==> src/rtl/legv8_pkg.sv <==
// Shared definitions for the LEGv8 cores.
// Contents: opcode constants, FSM state enum, ALU control codes and the
// instruction-class enum produced by legv8_decode.
package legv8_pkg;

    // Full 11-bit opcodes (IR[31:21])
    localparam logic [10:0] OP_ADD  = 11'b10001011000;
    localparam logic [10:0] OP_SUB  = 11'b11001011000;
    localparam logic [10:0] OP_AND  = 11'b10001010000;
    localparam logic [10:0] OP_ORR  = 11'b10101010000;
    localparam logic [10:0] OP_LDUR = 11'b11111000010;
    localparam logic [10:0] OP_STUR = 11'b11111000000;

    // Prefix opcodes: CB uses IR[31:24], B uses IR[31:26]
    localparam logic [7:0]  OP_CBZ  = 8'b10110100;
    localparam logic [7:0]  OP_CBNZ = 8'b10110101;
    localparam logic [5:0]  OP_B    = 6'b000101;

    localparam logic [3:0]  ALU_AND = 4'b0000;
    localparam logic [3:0]  ALU_ORR = 4'b0001;
    localparam logic [3:0]  ALU_ADD = 4'b0010;
    localparam logic [3:0]  ALU_SUB = 4'b0110;

    localparam logic [4:0]  XZR     = 5'd31;

    typedef enum logic [2:0] {
        ST_FETCH,
        ST_DECODE,
        ST_EXEC,
        ST_MEM,
        ST_WB,
        ST_HALT
    } state_t;

    typedef enum logic [2:0] {
        CL_R,
        CL_D_LD,
        CL_D_ST,
        CL_CB_Z,
        CL_CB_NZ,
        CL_B,
        CL_ILL
    } iclass_t;

endpackage

==> src/rtl/legv8_decode.sv <==
// Combinational LEGv8 instruction decoder.
// Ports:
//   ir      - instruction word
//   iclass  - instruction class (CL_ILL for unrecognised opcodes)
//   rn      - first source index  (IR[9:5])
//   rm      - second source index (IR[20:16] for R-type, else IR[4:0])
//   rd      - destination index   (IR[4:0])
//   imm     - sign-extended immediate, already shifted for CB/B
//   alu_ctl - ALU control code
module legv8_decode
    import legv8_pkg::*;
#(
    parameter int unsigned DATA_W = 64
) (
    input  logic [31:0]       ir,
    output iclass_t           iclass,
    output logic [4:0]        rn,
    output logic [4:0]        rm,
    output logic [4:0]        rd,
    output logic [DATA_W-1:0] imm,
    output logic [3:0]        alu_ctl
);

    logic [DATA_W-1:0] imm_d;
    logic [DATA_W-1:0] imm_cb;
    logic [DATA_W-1:0] imm_b;

    assign imm_d  = {{(DATA_W-9){ir[20]}}, ir[20:12]};
    assign imm_cb = {{(DATA_W-21){ir[23]}}, ir[23:5], 2'b00};
    assign imm_b  = {{(DATA_W-28){ir[25]}}, ir[25:0], 2'b00};

    always_comb begin
        iclass  = CL_ILL;
        alu_ctl = ALU_ADD;
        imm     = '0;
        rn      = ir[9:5];
        rd      = ir[4:0];
        rm      = ir[4:0];
        if (ir[31:21] inside {OP_ADD, OP_SUB, OP_AND, OP_ORR}) begin
            iclass = CL_R;
            rm     = ir[20:16];
            case (ir[31:21])
                OP_SUB:  alu_ctl = ALU_SUB;
                OP_AND:  alu_ctl = ALU_AND;
                OP_ORR:  alu_ctl = ALU_ORR;
                default: alu_ctl = ALU_ADD;
            endcase
        end else if (ir[31:21] == OP_LDUR) begin
            iclass = CL_D_LD;
            imm    = imm_d;
        end else if (ir[31:21] == OP_STUR) begin
            iclass = CL_D_ST;
            imm    = imm_d;
        end else if (ir[31:24] == OP_CBZ) begin
            iclass = CL_CB_Z;
            imm    = imm_cb;
        end else if (ir[31:24] == OP_CBNZ) begin
            iclass = CL_CB_NZ;
            imm    = imm_cb;
        end else if (ir[31:26] == OP_B) begin
            iclass = CL_B;
            imm    = imm_b;
        end
    end

endmodule

==> src/rtl/cpu_mc_legv8.sv <==
// Multi-cycle LEGv8 core: FETCH -> DECODE -> EXEC -> [MEM] -> [WB].
// Ports:
//   CLOCK/RESET           - clock, synchronous active-high reset
//   IMEM_*                - instruction fetch handshake (REQ held until VALID)
//   DMEM_*                - data load/store handshake (REQ held until VALID)
//   READ_REG_*/REG_DATA*  - external register file read ports
//   REGWRITE/WRITE_REG*   - external register file write port
//   PC                    - current PC
//   RETIRE/RETIRE_CNT     - retire pulse and wrapping retire counter
//   HALTED                - stopped on an illegal opcode until RESET
module cpu_mc_legv8
    import legv8_pkg::*;
#(
    parameter int unsigned       DATA_W   = 64,
    parameter int unsigned       ADDR_W   = 64,
    parameter logic [ADDR_W-1:0] RESET_PC = '0,
    parameter int unsigned       CNT_W    = 32
) (
    input  logic              CLOCK,
    input  logic              RESET,
    output logic              IMEM_REQ,
    output logic [ADDR_W-1:0] IMEM_ADDR,
    input  logic              IMEM_VALID,
    input  logic [31:0]       IMEM_RDATA,
    output logic              DMEM_REQ,
    output logic              DMEM_WE,
    output logic [ADDR_W-1:0] DMEM_ADDR,
    output logic [DATA_W-1:0] DMEM_WDATA,
    input  logic              DMEM_VALID,
    input  logic [DATA_W-1:0] DMEM_RDATA,
    output logic [4:0]        READ_REG_1,
    output logic [4:0]        READ_REG_2,
    input  logic [DATA_W-1:0] REG_DATA1,
    input  logic [DATA_W-1:0] REG_DATA2,
    output logic              REGWRITE,
    output logic [4:0]        WRITE_REG,
    output logic [DATA_W-1:0] WRITE_REG_DATA,
    output logic [ADDR_W-1:0] PC,
    output logic              RETIRE,
    output logic [CNT_W-1:0]  RETIRE_CNT,
    output logic              HALTED
);

    state_t            state;
    logic [31:0]       ir;
    logic [DATA_W-1:0] a_q;
    logic [DATA_W-1:0] b_q;

    iclass_t           iclass;
    logic [4:0]        rn;
    logic [4:0]        rm;
    logic [4:0]        rd;
    logic [DATA_W-1:0] imm;
    logic [3:0]        alu_ctl;

    logic [DATA_W-1:0] op_b;
    logic [DATA_W-1:0] alu_y;
    logic [ADDR_W-1:0] pc_seq;
    logic [ADDR_W-1:0] pc_branch;
    logic              taken;

    legv8_decode #(.DATA_W(DATA_W)) u_decode (
        .ir      (ir),
        .iclass  (iclass),
        .rn      (rn),
        .rm      (rm),
        .rd      (rd),
        .imm     (imm),
        .alu_ctl (alu_ctl)
    );

    assign IMEM_ADDR  = PC;
    assign READ_REG_1 = rn;
    assign READ_REG_2 = rm;

    assign pc_seq    = PC + ADDR_W'(4);
    assign pc_branch = PC + imm[ADDR_W-1:0];
    assign taken     = (iclass == CL_CB_Z) ? (b_q == '0) : (b_q != '0);

    always_comb begin
        op_b = (iclass == CL_R) ? b_q : imm;
        case (alu_ctl)
            ALU_AND: alu_y = a_q & op_b;
            ALU_ORR: alu_y = a_q | op_b;
            ALU_SUB: alu_y = a_q - op_b;
            default: alu_y = a_q + op_b;
        endcase
    end

    // IMEM_REQ is registered: it is raised one cycle after reset leaves the
    // core in FETCH, and re-raised together with RETIRE so back-to-back
    // instructions need no idle cycle.
    always_ff @(posedge CLOCK) begin
        if (RESET) begin
            state          <= ST_FETCH;
            PC             <= RESET_PC;
            ir             <= '0;
            a_q            <= '0;
            b_q            <= '0;
            IMEM_REQ       <= 1'b0;
            DMEM_REQ       <= 1'b0;
            DMEM_WE        <= 1'b0;
            DMEM_ADDR      <= '0;
            DMEM_WDATA     <= '0;
            REGWRITE       <= 1'b0;
            WRITE_REG      <= '0;
            WRITE_REG_DATA <= '0;
            RETIRE         <= 1'b0;
            RETIRE_CNT     <= '0;
            HALTED         <= 1'b0;
        end else begin
            RETIRE   <= 1'b0;
            REGWRITE <= 1'b0;
            case (state)
                ST_FETCH: begin
                    if (!IMEM_REQ) begin
                        IMEM_REQ <= 1'b1;
                    end else if (IMEM_VALID) begin
                        ir       <= IMEM_RDATA;
                        IMEM_REQ <= 1'b0;
                        state    <= ST_DECODE;
                    end
                end
                ST_DECODE: begin
                    if (iclass == CL_ILL) begin
                        HALTED <= 1'b1;
                        state  <= ST_HALT;
                    end else begin
                        a_q   <= (rn == XZR) ? '0 : REG_DATA1;
                        b_q   <= (rm == XZR) ? '0 : REG_DATA2;
                        state <= ST_EXEC;
                    end
                end
                ST_EXEC: begin
                    case (iclass)
                        CL_B, CL_CB_Z, CL_CB_NZ: begin
                            PC         <= (iclass == CL_B || taken) ? pc_branch : pc_seq;
                            RETIRE     <= 1'b1;
                            RETIRE_CNT <= RETIRE_CNT + CNT_W'(1);
                            IMEM_REQ   <= 1'b1;
                            state      <= ST_FETCH;
                        end
                        CL_R: begin
                            WRITE_REG      <= rd;
                            WRITE_REG_DATA <= alu_y;
                            REGWRITE       <= (rd != XZR);
                            state          <= ST_WB;
                        end
                        CL_D_LD, CL_D_ST: begin
                            DMEM_REQ   <= 1'b1;
                            DMEM_WE    <= (iclass == CL_D_ST);
                            DMEM_ADDR  <= alu_y[ADDR_W-1:0];
                            DMEM_WDATA <= b_q;
                            state      <= ST_MEM;
                        end
                        default: begin
                            HALTED <= 1'b1;
                            state  <= ST_HALT;
                        end
                    endcase
                end
                ST_MEM: begin
                    if (DMEM_VALID) begin
                        DMEM_REQ <= 1'b0;
                        DMEM_WE  <= 1'b0;
                        if (iclass == CL_D_ST) begin
                            PC         <= pc_seq;
                            RETIRE     <= 1'b1;
                            RETIRE_CNT <= RETIRE_CNT + CNT_W'(1);
                            IMEM_REQ   <= 1'b1;
                            state      <= ST_FETCH;
                        end else begin
                            // WRITE_REG_DATA doubles as the MDR for loads
                            WRITE_REG      <= rd;
                            WRITE_REG_DATA <= DMEM_RDATA;
                            REGWRITE       <= (rd != XZR);
                            state          <= ST_WB;
                        end
                    end
                end
                ST_WB: begin
                    PC         <= pc_seq;
                    RETIRE     <= 1'b1;
                    RETIRE_CNT <= RETIRE_CNT + CNT_W'(1);
                    IMEM_REQ   <= 1'b1;
                    state      <= ST_FETCH;
                end
                default: begin
                    // HALT: absorbing until RESET
                end
            endcase
        end
    end

endmodule

==> config.mk <==
export PLATFORM = sky130hd
export DESIGN_NAME = cpu_mc_legv8
export DESIGN_NICKNAME = d
export VERILOG_FILES = /design/src/rtl/legv8_pkg.sv /design/src/rtl/legv8_decode.sv /design/src/rtl/cpu_mc_legv8.sv
export SDC_FILE = /design/constraint.sdc
export NUM_CORES = 2
export LEC_CHECK = 0
export BUFFER_PORTS_ARGS = -buffer_cell sky130_fd_sc_hd__buf_2
export CORE_MARGIN = 1
export CORE_UTILIZATION = 45
export CTS_BUF_LIST = sky130_fd_sc_hd__clkbuf_4
export DETAILED_ROUTE_END_ITERATION = 6
export GPL_TIMING_DRIVEN = 0
export HOLD_SLACK_MARGIN = 0.06
export PLACE_DENSITY = 0.68
export REMOVE_ABC_BUFFERS = 1
export SLEW_MARGIN = 20
export SYNTH_ARGS = -nofsm -noshare
export SYNTH_HDL_FRONTEND = slang
export SYNTH_HIERARCHICAL = 1
export SYNTH_SLANG_ARGS = --single-unit
==> constraint.sdc <==
create_clock -name CLOCK -period 16.19 [get_ports CLOCK]
set_input_delay 2.4285 -clock CLOCK [delete_from_list [all_inputs] [get_ports CLOCK]]
set_output_delay 2.4285 -clock CLOCK [all_outputs]
set_load 0.005 [all_outputs]
==> flow_summary_export.csv <==
group,metric,value,unit
place,portBuffers,600,
synth,synthFlopType,"dfxtp_1",
finish,final_core_util,0.533,
synth,synthArstFlopShare,0,
drt,top_layer,"met5",
timing,fin_setup_tns,0,ns
clocking,insertion_delay,1.05,ns
worst_hold_path,min-delay-path-class,"flop to flop",
clocking,root_buffer,"clkbuf_4",
clocking,cts_tree,"done",
drt,drtIter0Drc,3629,
place,dp.cells,5500,
global_route,grt_max_degree,121,
critical_path,cp_slowest_cell,"nor4b_1",
global_route,track_usage,0.348,
synth,synth-warning-count,6,
job,drv_cap,0,
place,pre_cts_slack,7.67,ns
critical_path,cp-start-kind,"flop",
drt,drc,16,
critical_path,end_kind,"flop",
critical_path,crit_required,17.09,ns
drt,wl_met1,54800,microns
timing,fmax,115,MHz
critical_path,cp_data_arrival_time,9.62,ns
finish,nNetsFinal,5063,
clocking,clock_sinks,462,
drt,wl_per_cell,22.4,microns
floorplanning,core-area,0.0689,sq mm
timing,final-hold-violation-count,0,
synth,synth_top_area_share,0.293,
synth,synth_area_leaders,"dfxtp_1 29%, a21oi_1 7.3%, nand2_1 7.1%",
timing,worst_slack,7.47,ns
synth,synthesis.area,0.0315,sq mm
clocking,cts_hold_buf,0,
drt,drt_first_pass_iters,7,
synth,synth.most_common_cell,"nand2_1",
pwr,power_frac_clock,0.405,
worst_hold_path,holdCritStartpoint,"WRITE_REG_DATA[54]$_SDFFE_PP0P_",
timing,finalSetupViolations,0,
synth,ys_ff_latch,462,
global_route,antenna_found_initial,23,
floorplanning,pin_count,601,
drt,wl_met2,55800,microns
finish,drive_gt1_frac,0.200,
pwr,ir_drop,0.0581,mV
synth,synth_cell_types,108,
floorplanning,rows,96,
timing,period_share,0.538,
clocking,cts_resized,0,
pwr,switching_share,0.320,
pwr,finalPower,2.71,mW
floorplanning,start_util,0.457,
floorplanning,die_y,267,microns
timing,tightest_slew,1.09,ns
pwr,p_leak,16.5,nW
timing,rsz0062_at_grt,"false",
critical_path,path_delay_family,"compound AO/OA/AOI/OAI gates",
place,place_hpwl,97800,microns
pwr,seqPwrFrac,0.429,
critical_path,crit_path_cell_trace,"and3b_1, and3_1, a21o_1, a211oi_2, or3_4, buf_16, mux2i_4, o2111ai_2, nor2_4, o21ai_0, nor4b_1, a21oi_1, xor2_1, ha_1, a2111oi_0, o21ai_0, o221ai_1, a21oi_1, a211o_1, a41o_1, a21boi_1, o41ai_1, o31ai_1, nand2_1",
synth,ys_seq_area_frac,0.293,
timing,drv_slew,0,
critical_path,rr_startpoint,"ir[25]$_SDFFE_PP0P_",
drt,ant_nets,0,
finish,final_cells,5742,
critical_path,crit_buf_inv,1,
synth,syn_area_per_cell,7.34,sq um
synth,synth-edff-count,0,
drt,via_per_inst,6.07,
critical_path,critical_path_class,"flop to flop",
floorplanning,chipWidth,267,microns
timing,fin_skew,0.104,ns
timing,slew_headroom,0.268,
drt,vias,34900,
synth,syn-instance-count,4298,
clocking,cts_setup_buffers,0,
pwr,power_density,73.8,mW/mm^2
clocking,clockBufferDepth,3,
pwr,pwr-share-comb,0.166,
clocking,htreeDepth,4,
place,placed_cell_area,0.0351,sq mm
floorplanning,die-area,0.0711,sq mm
synth,synth_top_cells_by_count,"595 x nand2_1, 511 x nor2_1, 462 x a21oi_1, 462 x dfxtp_1, 249 x o21ai_0",
clocking,clkTransAtPathRegs,0.06,ns
place,place.gp.congestion,0.950,
outcome,status,"finished, violations left",
clocking,cts_inserted_buffers,135,
pwr,intPower,1.84,mW
global_route,grt_pass1_wl,191000,microns
finish,fin_area,0.0368,sq mm
timing,fin_crit,8.72,ns
drt,routed_wl,129000,microns
global_route,grt-ovfl-total,0,
drt,wl_met3,12200,microns
synth,synth.largest_area_cell,"dfxtp_1",
critical_path,crit_fanout,52,
timing,holdWs,0.440,ns
finish,synthToLayoutAreaGrowth,16.6,%
critical_path,crit_start,"ir[25]$_SDFFE_PP0P_",
outcome,failed_checks,"design-rule violations",
global_route,first_global_vias,31500,
pwr,p_switching,0.870,mW
critical_path,cpPeakStageDelay,0.81,ns
-- layer usage --
| metal | global-route usage | vias to the layer above |
|---|---|---|
| li1 | - | 16300 |
| met1 | 0.464 | 16400 |
| met2 | 0.529 | 1756 |
| met3 | 0.0812 | 341 |
| met4 | 0.160 | 28 |
| met5 | 0 | - |
-- layout by cell type (no fill, tap or decap), types with 43 or more instances in the layout --
cell type / synthesis / layout
a21oi_1: 462 / 461
xnor2_1: 93 / 93
a21o_1: 80 / 80
dfxtp_1: 462 / 462
ha_1: 127 / 127
nand2_1: 595 / 592
xor2_1: 93 / 93
a211oi_1: 76 / 75
nor2_1: 511 / 505
mux2i_1: 67 / 67
nand4_1: 60 / 60
nor3_1: 101 / 99
buf_2: 28 / 613
and3_1: 51 / 51
o21ai_0: 249 / 248
nand3_1: 94 / 93
or3_1: 44 / 43
a31oi_1: 56 / 54
a22oi_1: 139 / 139
clkbuf_4: 0 / 185
inv_1: 60 / 59
-- final timing paths --
path	to	slack [ns]	cells past startpoint
min	WRITE_REG_DATA[54]$_SDFFE_PP0P_	0.44	2
min reg2reg	WRITE_REG_DATA[54]$_SDFFE_PP0P_	0.44	2
max reg2reg	DMEM_ADDR[60]$_SDFFE_PP0P_	7.47	24
max	DMEM_ADDR[60]$_SDFFE_PP0P_	7.47	24
-- worst reg2reg max path: stages (launching register included) --
cell and delay (ns):
dfxtp_1 0.42, and3b_1 0.25, and3_1 0.43, a21o_1 0.30, a211oi_2 0.71, or3_4 0.73
buf_16 0.35, mux2i_4 0.39, o2111ai_2 0.27, nor2_4 0.26, o21ai_0 0.32, nor4b_1 0.82
a21oi_1 0.18, xor2_1 0.19, ha_1 0.36, a2111oi_0 0.39, o21ai_0 0.19, o221ai_1 0.22
a21oi_1 0.10, a211o_1 0.28, a41o_1 0.31, a21boi_1 0.28, o41ai_1 0.13, o31ai_1 0.64
nand2_1 0.11
-- area by class of cell --
| type | instances | area, sq um |
|---|---|---|
| inverter | 61 | 234 |
| clock inverter | 46 | 262 |
| sequential | 462 | 9250 |
| timing repair buffer | 672 | 4210 |
| tap | 931 | 1160 |
| antenna | 11 | 27.5 |
| clock buffer | 185 | 1390 |
| multi-input combinational | 3374 | 20200 |
| fill | 6927 | 32200 |
-- registers in the layout (all words and copies together) (netlist names), 5 cells and up --
signal / cells
a_q: 64
b_q: 64
IMEM_ADDR: 64
DMEM_ADDR: 64
WRITE_REG: 5
ir: 32
RETIRE_CNT: 32
DMEM_WDATA: 64
WRITE_REG_DATA: 64
-- power by group through the flow --
stage	registers (mW)	logic [mW]	clock network [mW]
5_1_grt	1.16	0.478	1.19
6_report	1.16	0.449	1.10
4_1_cts	1.16	0.439	1.12
3_3_place_gp	1.19	0.426	0
2_1_floorplan	1.18	0.253	0
3_5_place_dp	1.19	0.437	0
-- kinds of logic after synthesis --
logic type	share of synthesized area
muxes	0.0270
AOI/OAI and AO/OA	0.270
and+or+nand+nor	0.233
adders and majority gates	0.0542
buffers and inverters	0.0704
xor gates and xnor gates	0.0517
DFF	0.293
other	0.000119
Note: power is estimated with default switching activity, not from simulation.
